$ cat config.mk
export PLATFORM = sky130hd
export DESIGN_NAME = nbload_tracker_flat
export DESIGN_NICKNAME = d
export VERILOG_FILES = /design/src/rtl/nbload_tracker_pkg.sv /design/src/rtl/nbload_tracker_if.sv /design/src/rtl/nbload_tracker_prio_enc.sv /design/src/rtl/nbload_tracker.sv /design/src/flat_wrapper.sv
export SDC_FILE = /design/constraint.sdc
export NUM_CORES = 1
export LEC_CHECK = 0
export ABC_AREA = 1
export CAP_MARGIN = 20
export CORE_ASPECT_RATIO = 0.6
export CORE_UTILIZATION = 51
export DETAILED_ROUTE_END_ITERATION = 8
export PLACE_DENSITY_LB_ADDON = 0.3
export SETUP_SLACK_MARGIN = 0.15
export SYNTH_ARGS = -nofsm -noshare
export SYNTH_HDL_FRONTEND = slang
export SYNTH_SLANG_ARGS = --single-unit
$ cat constraint.sdc
create_clock -name clk -period 2.12 [get_ports clk]
set_input_delay 0.424 -clock clk [delete_from_list [all_inputs] [get_ports clk]]
set_output_delay 0.424 -clock clk [all_outputs]
set_load 0.01 [all_outputs]
$ cat src/rtl/nbload_tracker_pkg.sv
// Shared types and helpers for the non-blocking load tracker.
// Latency: n/a (types and pure functions only).
// Backpressure: n/a.
//
// Contents: per-entry lifecycle state enum and the event-legality helpers
// used by the tracker. The per-entry record (state, kill, rd, data) is
// declared in the top module because its data field follows DATA_W.
package nbload_tracker_pkg;

    // Entry lifecycle:
    //   NB_IDLE   free
    //   NB_PEND   allocated, neither committed nor returned
    //   NB_COMMIT committed, waiting for data
    //   NB_EARLY  data held, not yet committed
    //   NB_READY  committed with data, waiting for the write port
    typedef enum logic [2:0] {
        NB_IDLE   = 3'd0,
        NB_PEND   = 3'd1,
        NB_COMMIT = 3'd2,
        NB_EARLY  = 3'd3,
        NB_READY  = 3'd4
    } nbload_state_t;

    // A commit is meaningful only for an entry that has not committed yet.
    function automatic logic commit_legal(input nbload_state_t s);
        return (s == NB_PEND) || (s == NB_EARLY);
    endfunction

    // A data return is meaningful only for an entry still missing its data.
    function automatic logic ret_legal(input nbload_state_t s);
        return (s == NB_PEND) || (s == NB_COMMIT);
    endfunction

    // A younger write to the same rd only matters once the load is known
    // to be architecturally real (committed) or already holds data.
    function automatic logic kill_applies(input nbload_state_t s);
        return (s == NB_COMMIT) || (s == NB_EARLY) || (s == NB_READY);
    endfunction

endpackage

$ cat src/rtl/nbload_tracker_if.sv
// Bundles the LSU-side, decode-side and GPR-write-side signals of the tracker.
// Latency: n/a (wiring only).
// Backpressure: alloc_ready gates allocation; no other stalls.
//
// master: the pipeline (LSU/decode/GPR) side; slave: the tracker itself.
// Signals: alloc_valid/alloc_rd/alloc_ready/alloc_tag, commit_valid/commit_tag,
// flush, kill_valid/kill_rd, ret_valid/ret_tag/ret_data, lookup_rs/lookup_hit,
// nb_wen/nb_waddr/nb_wdata, proto_err, busy.
interface nbload_tracker_if #(
    parameter int DEPTH      = 4,
    parameter int NUM_LOOKUP = 4,
    parameter int DATA_W     = 32
);
    localparam int TAG_W = $clog2(DEPTH);

    logic                    alloc_valid;
    logic [4:0]              alloc_rd;
    logic                    alloc_ready;
    logic [TAG_W-1:0]        alloc_tag;
    logic                    commit_valid;
    logic [TAG_W-1:0]        commit_tag;
    logic                    flush;
    logic                    kill_valid;
    logic [4:0]              kill_rd;
    logic                    ret_valid;
    logic [TAG_W-1:0]        ret_tag;
    logic [DATA_W-1:0]       ret_data;
    logic [NUM_LOOKUP*5-1:0] lookup_rs;
    logic [NUM_LOOKUP-1:0]   lookup_hit;
    logic                    nb_wen;
    logic [4:0]              nb_waddr;
    logic [DATA_W-1:0]       nb_wdata;
    logic                    proto_err;
    logic                    busy;

    modport master (
        output alloc_valid, alloc_rd, commit_valid, commit_tag, flush,
               kill_valid, kill_rd, ret_valid, ret_tag, ret_data, lookup_rs,
        input  alloc_ready, alloc_tag, lookup_hit, nb_wen, nb_waddr, nb_wdata,
               proto_err, busy
    );

    modport slave (
        input  alloc_valid, alloc_rd, commit_valid, commit_tag, flush,
               kill_valid, kill_rd, ret_valid, ret_tag, ret_data, lookup_rs,
        output alloc_ready, alloc_tag, lookup_hit, nb_wen, nb_waddr, nb_wdata,
               proto_err, busy
    );

endinterface

$ cat src/rtl/nbload_tracker_prio_enc.sv
// Lowest-index priority encoder (free-entry pick and writeback pick).
// Latency: combinational.
// Backpressure: none.
//
// Ports: req_i  request vector
//        vld_o  any request set
//        idx_o  index of lowest set request, 0 when none
module nbload_prio_enc #(
    parameter int N     = 4,
    parameter int IDX_W = $clog2(N)
) (
    input  logic [N-1:0]     req_i,
    output logic             vld_o,
    output logic [IDX_W-1:0] idx_o
);

    always_comb begin
        vld_o = |req_i;
        idx_o = '0;
        // Scan from the top so the lowest set bit is the last writer.
        for (int i = N - 1; i >= 0; i--) begin
            if (req_i[i]) begin
                idx_o = IDX_W'(i);
            end
        end
    end

endmodule

$ cat src/rtl/nbload_tracker.sv
// Tracks outstanding non-blocking loads and writes their data to the GPR file.
// Latency: ret on a committed entry -> nb_wen next cycle (same cycle with bypass).
// Backpressure: alloc_ready low when all entries busy; losing READY entries wait.
//
// Optional build macro: RV_NBLOAD_RET_BYPASS_EN -- a return to a committed,
// unkilled entry writes the GPR in the same cycle and frees the entry.
//
// Ports: clk, rst (synchronous, active-high), bus (nbload_tracker_if.slave):
//   allocation (alloc_*), commit (commit_*), flush, kill (kill_*),
//   data return (ret_*), decode hazard lookup (lookup_rs/lookup_hit),
//   GPR write (nb_wen/nb_waddr/nb_wdata), proto_err pulse, busy.
module nbload_tracker #(
    parameter int DEPTH      = 4,
    parameter int NUM_LOOKUP = 4,
    parameter int DATA_W     = 32,
    parameter int TAG_W      = $clog2(DEPTH)
) (
    input  logic             clk,
    input  logic             rst,
    nbload_tracker_if.slave  bus
);
    import nbload_tracker_pkg::*;

    typedef struct packed {
        nbload_state_t     state;
        logic              kill;
        logic [4:0]        rd;
        logic [DATA_W-1:0] data;
    } nbload_entry_t;

    nbload_entry_t [DEPTH-1:0] ent_q, ent_d;
    logic                      err_q, err_d;

    logic [DEPTH-1:0]      idle_vec;
    logic [DEPTH-1:0]      wb_req_vec;
    logic [DEPTH-1:0]      alloc_sel, commit_sel, ret_sel, kill_sel, wb_take;
    logic                  free_vld, wb_vld;
    logic [TAG_W-1:0]      free_idx, wb_idx;
    logic                  alloc_fire, commit_ok, ret_ok, byp;
    logic [4:0]            byp_rd;
    logic                  wen;
    logic [4:0]            waddr;
    logic [DATA_W-1:0]     wdata;
    logic [NUM_LOOKUP-1:0] hit;

    // ------------------------------------------------------------------
    // Entry selection
    // ------------------------------------------------------------------
    always_comb begin
        for (int i = 0; i < DEPTH; i++) begin
            idle_vec[i]   = (ent_q[i].state == NB_IDLE);
            wb_req_vec[i] = (ent_q[i].state == NB_READY) && !ent_q[i].kill;
        end
    end

    nbload_prio_enc #(.N(DEPTH), .IDX_W(TAG_W)) u_free_sel (
        .req_i (idle_vec),
        .vld_o (free_vld),
        .idx_o (free_idx)
    );

    nbload_prio_enc #(.N(DEPTH), .IDX_W(TAG_W)) u_wb_sel (
        .req_i (wb_req_vec),
        .vld_o (wb_vld),
        .idx_o (wb_idx)
    );

    // ------------------------------------------------------------------
    // Event decode (legality judged on the registered state)
    // ------------------------------------------------------------------
    always_comb begin
        alloc_fire = bus.alloc_valid && free_vld;
        commit_ok  = bus.commit_valid && commit_legal(ent_q[bus.commit_tag].state);
        ret_ok     = bus.ret_valid && ret_legal(ent_q[bus.ret_tag].state);
`ifdef RV_NBLOAD_RET_BYPASS_EN
        byp        = bus.ret_valid && (ent_q[bus.ret_tag].state == NB_COMMIT)
                     && !ent_q[bus.ret_tag].kill;
`else
        byp        = 1'b0;
`endif
        byp_rd     = ent_q[bus.ret_tag].rd;

        // Offending events are dropped; only the flag records them.
        err_d = (bus.commit_valid && !commit_ok)
              || (bus.ret_valid && !ret_ok)
              || (bus.alloc_valid && !free_vld);

        for (int i = 0; i < DEPTH; i++) begin
            alloc_sel[i]  = alloc_fire && (free_idx == TAG_W'(i));
            commit_sel[i] = commit_ok && (bus.commit_tag == TAG_W'(i));
            ret_sel[i]    = ret_ok && (bus.ret_tag == TAG_W'(i));
            kill_sel[i]   = bus.kill_valid && (ent_q[i].rd == bus.kill_rd)
                            && kill_applies(ent_q[i].state);
            // The bypassed return owns the write port; READY entries wait.
            wb_take[i]    = wb_vld && !byp && (wb_idx == TAG_W'(i));
        end
    end

    // ------------------------------------------------------------------
    // State register
    // ------------------------------------------------------------------
    always_ff @(posedge clk) begin
        if (rst) begin
            for (int i = 0; i < DEPTH; i++) begin
                ent_q[i].state <= NB_IDLE;
                ent_q[i].kill  <= 1'b0;
                ent_q[i].rd    <= 5'd0;
                ent_q[i].data  <= '0;
            end
            err_q <= 1'b0;
        end else begin
            ent_q <= ent_d;
            err_q <= err_d;
        end
    end

    // ------------------------------------------------------------------
    // Next-state logic
    // ------------------------------------------------------------------
    always_comb begin
        ent_d = ent_q;
        for (int i = 0; i < DEPTH; i++) begin
            case (ent_q[i].state)
                NB_IDLE: begin
                    if (alloc_sel[i]) begin
                        ent_d[i].state = NB_PEND;
                        ent_d[i].rd    = bus.alloc_rd;
                        ent_d[i].kill  = 1'b0;
                    end
                end
                NB_PEND: begin
                    // Commit together with data completes even under flush:
                    // the load is architecturally done before the flush lands.
                    if (commit_sel[i] && ret_sel[i]) begin
                        ent_d[i].state = NB_READY;
                        ent_d[i].data  = bus.ret_data;
                    end else if (bus.flush) begin
                        ent_d[i].state = NB_IDLE;
                    end else if (commit_sel[i]) begin
                        ent_d[i].state = NB_COMMIT;
                    end else if (ret_sel[i]) begin
                        ent_d[i].state = NB_EARLY;
                        ent_d[i].data  = bus.ret_data;
                    end
                end
                NB_COMMIT: begin
                    if (ret_sel[i]) begin
                        if (byp) begin
                            ent_d[i].state = NB_IDLE;
                        end else begin
                            ent_d[i].state = NB_READY;
                            ent_d[i].data  = bus.ret_data;
                        end
                    end
                end
                NB_EARLY: begin
                    if (bus.flush) begin
                        ent_d[i].state = NB_IDLE;
                    end else if (commit_sel[i]) begin
                        ent_d[i].state = NB_READY;
                    end
                end
                NB_READY: begin
                    // Killed entries drain silently alongside the winner.
                    if (ent_q[i].kill || wb_take[i]) begin
                        ent_d[i].state = NB_IDLE;
                    end
                end
                default: begin
                    ent_d[i].state = NB_IDLE;
                end
            endcase
            if (kill_sel[i]) begin
                ent_d[i].kill = 1'b1;
            end
        end
    end

    // ------------------------------------------------------------------
    // Outputs
    // ------------------------------------------------------------------
    always_comb begin
        wen   = 1'b0;
        waddr = 5'd0;
        wdata = '0;
        if (byp) begin
            wen   = 1'b1;
            waddr = byp_rd;
            wdata = bus.ret_data;
        end else if (wb_vld) begin
            wen   = 1'b1;
            waddr = ent_q[wb_idx].rd;
            wdata = ent_q[wb_idx].data;
        end

        hit = '0;
        for (int p = 0; p < NUM_LOOKUP; p++) begin
            for (int i = 0; i < DEPTH; i++) begin
                if ((ent_q[i].state != NB_IDLE) && !ent_q[i].kill
                    && (ent_q[i].rd == bus.lookup_rs[p*5 +: 5])) begin
                    hit[p] = 1'b1;
                end
            end
            // x0 never carries a hazard; a bypassed rd is written this cycle.
            if ((bus.lookup_rs[p*5 +: 5] == 5'd0)
                || (byp && (bus.lookup_rs[p*5 +: 5] == byp_rd))) begin
                hit[p] = 1'b0;
            end
        end
    end

    assign bus.alloc_ready = free_vld;
    assign bus.alloc_tag   = free_idx;
    assign bus.lookup_hit  = hit;
    assign bus.nb_wen      = wen;
    assign bus.nb_waddr    = waddr;
    assign bus.nb_wdata    = wdata;
    assign bus.proto_err   = err_q;
    assign bus.busy        = ~&idle_vec;

endmodule

$ cat src/flat_wrapper.sv
// flat-port wrapper written by rule: the top's interface ports become plain ports
module nbload_tracker_flat import nbload_tracker_pkg::*;
#(
    parameter int DEPTH      = 4,
    parameter int NUM_LOOKUP = 4,
    parameter int DATA_W     = 32,
    parameter int TAG_W      = $clog2(DEPTH)
)
  (clk, rst, bus_alloc_valid, bus_alloc_rd, bus_commit_valid, bus_commit_tag, bus_flush, bus_kill_valid, bus_kill_rd, bus_ret_valid, bus_ret_tag, bus_ret_data, bus_lookup_rs, bus_alloc_ready, bus_alloc_tag, bus_lookup_hit, bus_nb_wen, bus_nb_waddr, bus_nb_wdata, bus_proto_err, bus_busy);
  nbload_tracker_if #(.DEPTH(DEPTH), .NUM_LOOKUP(NUM_LOOKUP), .DATA_W(DATA_W)) bus_i ();
  input  logic clk;
  input  logic rst;
  input wire logic [$bits(bus_i.alloc_valid)-1:0] bus_alloc_valid;
  input wire logic [$bits(bus_i.alloc_rd)-1:0] bus_alloc_rd;
  input wire logic [$bits(bus_i.commit_valid)-1:0] bus_commit_valid;
  input wire logic [$bits(bus_i.commit_tag)-1:0] bus_commit_tag;
  input wire logic [$bits(bus_i.flush)-1:0] bus_flush;
  input wire logic [$bits(bus_i.kill_valid)-1:0] bus_kill_valid;
  input wire logic [$bits(bus_i.kill_rd)-1:0] bus_kill_rd;
  input wire logic [$bits(bus_i.ret_valid)-1:0] bus_ret_valid;
  input wire logic [$bits(bus_i.ret_tag)-1:0] bus_ret_tag;
  input wire logic [$bits(bus_i.ret_data)-1:0] bus_ret_data;
  input wire logic [$bits(bus_i.lookup_rs)-1:0] bus_lookup_rs;
  output wire logic [$bits(bus_i.alloc_ready)-1:0] bus_alloc_ready;
  output wire logic [$bits(bus_i.alloc_tag)-1:0] bus_alloc_tag;
  output wire logic [$bits(bus_i.lookup_hit)-1:0] bus_lookup_hit;
  output wire logic [$bits(bus_i.nb_wen)-1:0] bus_nb_wen;
  output wire logic [$bits(bus_i.nb_waddr)-1:0] bus_nb_waddr;
  output wire logic [$bits(bus_i.nb_wdata)-1:0] bus_nb_wdata;
  output wire logic [$bits(bus_i.proto_err)-1:0] bus_proto_err;
  output wire logic [$bits(bus_i.busy)-1:0] bus_busy;
  assign bus_i.alloc_valid = bus_alloc_valid;
  assign bus_i.alloc_rd = bus_alloc_rd;
  assign bus_i.commit_valid = bus_commit_valid;
  assign bus_i.commit_tag = bus_commit_tag;
  assign bus_i.flush = bus_flush;
  assign bus_i.kill_valid = bus_kill_valid;
  assign bus_i.kill_rd = bus_kill_rd;
  assign bus_i.ret_valid = bus_ret_valid;
  assign bus_i.ret_tag = bus_ret_tag;
  assign bus_i.ret_data = bus_ret_data;
  assign bus_i.lookup_rs = bus_lookup_rs;
  assign bus_alloc_ready = bus_i.alloc_ready;
  assign bus_alloc_tag = bus_i.alloc_tag;
  assign bus_lookup_hit = bus_i.lookup_hit;
  assign bus_nb_wen = bus_i.nb_wen;
  assign bus_nb_waddr = bus_i.nb_waddr;
  assign bus_nb_wdata = bus_i.nb_wdata;
  assign bus_proto_err = bus_i.proto_err;
  assign bus_busy = bus_i.busy;
  nbload_tracker #(.DEPTH(DEPTH), .NUM_LOOKUP(NUM_LOOKUP), .DATA_W(DATA_W), .TAG_W(TAG_W)) u_core (.clk(clk), .rst(rst), .bus(bus_i));
endmodule
Word-level counts from Yosys, hierarchy flattened

Index checks and enable logic that the tools add are counted.

Flip-flop bits (word level): 165
Logic and storage cells: 334
Output and inout port bits: 47
Bits of input ports: 73

Order comparisons: 3
Reduce and logical (&&, ||, !) cells: 129
Muxes and demuxes: 105
Eq/ne operators: 80

Operators with widths:

| cell                 | number |
|---|---|
| $mux W32             | 17 |
| $pmux W32 S2         | 4 |
| $bmux W41 S2         | 3 |
| $eq A5 B5 Y1         | 20 |
| $mux W3              | 32 |
| $mux W41             | 2 |
| $pmux W3 S5          | 4 |
| $logic_and A1 B1 Y1  | 58 |
| $mux W37             | 1 |
| $mux W9              | 4 |
| $eq A3 B2 Y1 const B | 10 |
| $mux W1              | 25 |
| $mux W6              | 4 |
| $ne A3 B2 Y1 const B | 8 |
| $reduce_bool A2 Y1   | 12 |
| $logic_not A5 Y1     | 4 |
| $ne A5 B2 Y1 const B | 4 |
| $reduce_and A5 Y1    | 4 |
| $eq A3 B1 Y1 const B | 6 |
| $eq A2 B2 Y1 const B | 8 |
| $logic_or A1 B1 Y1   | 16 |
| $mux W2              | 8 |
| $ne A2 B2 Y1 const B | 8 |
| $reduce_and A2 Y1    | 8 |
| other kinds (13)     | 47 |

Logic depth before layout (Yosys ltp)

Word-level depth: 11
Depth in mapped cells: 15

Hierarchy

From an unflattened synthesis, not the netlist that was laid out.

Cells, all modules: 1437
Area total of the unflattened synthesis: 9576.7 um^2

By module, submodules not included:

| module          | instances | cells each | area an instance (um^2) |
|---|---|---|---|
| nbload_tracker  | 1         | 1419       | 9484.1 |
| nbload_prio_enc | 2         | 9          | 46.3 |

Worst setup path after synthesis

OpenSTA, ideal clock, no wires.

Path kind: register -> output
From: register u_core.ent_q[120] in the netlist's numbering
To: output bus_nb_wdata[10]
Setup slack: -0.058 ns
Cell stages (with the launch flop): 12
Arrival: 1.754 ns
Cell sequence: dfxtp_1 -> buf_2 -> inv_1 -> nand3_1 -> nor2_2 -> inv_1 -> a21oi_4 -> inv_2 -> nor2_8 -> buf_6 -> nand2_1 -> a31oi_1

Longest elaborated chain between the ends: 8
Elaborated cells between the ends (all ways): 9
Classes of those cells: eq/ne (1); mux (6); reduce/logical (2)

RTL lines:

| what                           | line                          | text |
|---|---|---|
| from (decl)                    | nbload_tracker.sv:31          | `nbload_entry_t [DEPTH-1:0] ent_q, ent_d;` |
| from (signal assigned)         | nbload_tracker.sv:112         | `ent_q <= ent_d;` |
| $eq A3 B3 Y1 *                 | nbload_tracker.sv:52          | `wb_req_vec[i] = (ent_q[i].state == NB_READY) && !ent_q[i].kill;` |
| $logic_and A1 B1 Y1 *          | nbload_tracker.sv:52          |  |
| $mux W2 (3 in a row)           | nbload_tracker_prio_enc.sv:22 | `if (req_i[i]) begin` |
| $bmux W41 S2                   | nbload_tracker.sv:193         | `wdata = ent_q[wb_idx].data;` |
| $mux W37 (not written as such) | nbload_tracker.sv:193         |  |
| $mux W32 *                     | nbload_tracker.sv:190         | `end else if (wb_vld) begin` |
| to (decl)                      | flat_wrapper.sv:29            | `output wire logic [$bits(bus_i.nb_wdata)-1:0] bus_nb_wdata;` |

Mark *: on every way between the ends. The rest lies on a longest branch, timed or not. The select of a mux whose other input is x is not followed.

Worst setup path after layout

From: register u_core.ent_q[161] in the netlist's numbering
To: output bus_nb_wdata[26]

Longest elaborated chain between the ends: 9
Elaborated cells between the ends (all ways): 10
Classes of those cells: eq/ne (1); mux (7); reduce/logical (2)

RTL lines:

| what                           | line |
|---|---|
| $eq A3 B3 Y1 *                 | nbload_tracker.sv:52 |
| $logic_and A1 B1 Y1 *          | nbload_tracker.sv:52 |
| $mux W2 (4 in a row)           | nbload_tracker_prio_enc.sv:22 |
| $bmux W41 S2                   | nbload_tracker.sv:193 |
| $mux W37 (not written as such) | nbload_tracker.sv:193 |
| $mux W32 *                     | nbload_tracker.sv:190 |

Marks and branches as above.

==> run metrics <==
vertical die dimension=110.1 µm; combinational group share of total power=47.0%; gpl congestion=0.9585; Synth top area share=33.24%; Switching Power=0.005414 W; commonest cells in the netlist=nand2_1, nor2_1, inv_1; P&R area growth vs syn=67.59%; number of global-route vias before repair=10560; Post-Syn Instances=1618; post-synth top area cell=dfxtp_1; worst min-delay path category=register to register; die area=20070 µm²; cts bufs inserted=17; DP Area=12830 µm²; EDFF count, synth=0; initial antenna violation count=1; Reg2Reg Setup Slack=-370 ps; Core Rows=39; async set-reset flop share out of synthesis=0%; CP Class=register to primary output; CTS tree=done; Port Buffers=119; Clock Power Share=24.6%; Slew Limit Fails=0; Synth Area per Inst=6.142 µm²; Sink Count=165; clk slew on worst S/H paths=80 ps; status=complete, but fails checks; drt wl/cell=23.03 µm; gr usage total=34.89%; htree depth=4; crit start category=register; Switching Share=40.80%; routed wire length=50330 µm; Syn Nets=1691; die width=182.2 µm; Int Power=0.007856 W; Multi-input gate area=7264 µm²; post-route cell area=16660 µm²; synth top area cells=dfxtp_1, nand2_1, nor2_1; Vias=13740; post-synthesis sequential area ratio=33.24%; first-pass GRT wire length=54810 µm; DRT iter0 DRCs=2241; unrepaired setup endpoints after global routing=true; post-route ant nets=0; Pre-Repair DR Iteration Count=9; Worst Setup End Kind=primary output; measured slew at the worst slew-check pin=646.9 ps; residual DRC count=11; Max Fclk=330.5 MHz; Final nets=1998; Seq. cell area=3323 µm²; Seq cells post-synth=165; Max VDD drop=0.6072 mV; Initial Utilization=52.22%; Vias/cell=6.289; # fillers=854; Clock Skew=18.88 ps; dpl hpwl=22090 µm; failing checks=DRC, setup timing; final setup fails=183; Setup WS post-layout=-905.4 ps; Clock Latency Late Sink=450 ps; deepest clock path buffer count=2; I/O pin total=120; core area=19030 µm²; Tcrit/Tclk final=142.7%; Hold Worst Slack=513.7 ps; leakage dissipation=7.834 nW; root buffer cell=clkbuf_16; Tmin final=3025 ps; Max Cap Violations=0; WP data arrival=2600 ps; Final Hold Viols=0; slew margin rel.=56.54%; count of cell types in the netlist=40; Req. time, crit path=1700 ps; share of cells above drive strength 1=38.96%; pin count of the biggest net entering global routing=49; YS warnings=0; CP max FO=29; pwr dens=796.7 nW/µm²; Seq pwr share=28.4%; most used flip-flop cell after synthesis=dfxtp_1; Post-Synthesis Cell Area=9938 µm²; total gr overflow=0; top-count cell post-synth=nand2_1
## timing repair
action | in CTS | in global routing
endpoints found under the setup margin | 195 | 195
gates resized for setup | 405 | 336
pin swaps | 99 | 107
cloned | 14 | 18
hold buffers | 0 | 0
buffers inserted | 38 | 30
## cell families after synthesis
group / share of synthesized area, %
simple gates: 34.94
flops: 33.24
compound gates: 11.46
buf+inv: 12.88
xor+xnor: 7.491
## placed cells by master, fill, tap and decap left out, drive strengths merged, types with 3 or more instances in the layout
cell type / count
nand2: 445
nor2: 312
buf: 309
inv: 203
dfxtp: 165
a21oi: 71
o21ai: 63
clkdlybuf4s50: 58
nand3: 47
xor2: 44
xnor2: 41
a31oi: 38
clkbuf: 31
nor3: 26
nand4: 23
dlygate4sd2: 15
clkinv: 7
nor4: 6
o31ai: 4
clkinvlp: 4
o211ai: 3
a41oi: 3
o22ai: 3
## metrics by stage
| step | util (%) | TNS, ps | total power (W) | cells | worst slack, ps |
|---|---|---|---|---|---|
| global route | 87.52 | -68580 | 0.01358 | 2185 | -917.6 |
| detailed placement | 67.43 | -87230 | 0.007750 | 2052 | -661.5 |
| floorplan | - | 0 | 0.005895 | 1618 | 40.43 |
| CTS | 77.59 | -20680 | 0.01150 | 2136 | -587.8 |
| finish | 87.52 | -61590 | 0.01327 | 2185 | -905.4 |
| global placement | 67.43 | -78470 | 0.007655 | 2052 | -640.2 |
## path summary, 6_finish.rpt
path,start,endpoint,depth (start not counted)
worst max-delay path,u_core.ent_q[161],bus_nb_wdata[26],9
worst min-delay path,u_core.ent_q[102],u_core.ent_q[102],4
worst max register to register,u_core.ent_q[38],u_core.ent_q[139],16
worst min register to register,u_core.ent_q[102],u_core.ent_q[102],4
## final cells by class
type | count | area share (%)
multi-input cells | 1142 | 43.61
well taps | 246 | 1.848
inverters | 202 | 4.650
flip-flops and latches | 165 | 19.95
clock buffers | 18 | 2.637
clock inverters | 14 | 0.9165
repair buffers | 397 | 26.37
diodes | 1 | 0.01502
## power groups by stage
stage | registers [W] | clock network, W | logic (W)
after floorplan | 0.00360 | 0 | 0.00229
after global placement | 0.00372 | 0 | 0.00393
after detailed placement | 0.00373 | 0 | 0.00402
after CTS | 0.00370 | 0.00317 | 0.00463
after global routing | 0.00377 | 0.00336 | 0.00645
final | 0.00376 | 0.00327 | 0.00624
## per-layer routing
layer | share of wire, % | track usage [%] | wire [µm]
met5 | 0 | 0 | 0
met2 | 43 | 56.24 | 21450
met3 | 13 | 5.815 | 6790
met4 | 8.1 | 12.06 | 4066
met1 | 36 | 47.56 | 18030
## worst max-delay path, cell delays in order (launching register included)
cell     delay, ps
dfxtp_4        370
nor3_4         200
nand2_2        120
o21ai_2        220
nand2_4        150
buf_12         220
a21oi_2        340
o21ai_2        180
a31oi_2        180
buf_2          160
Power figures use the tool's default switching activity.
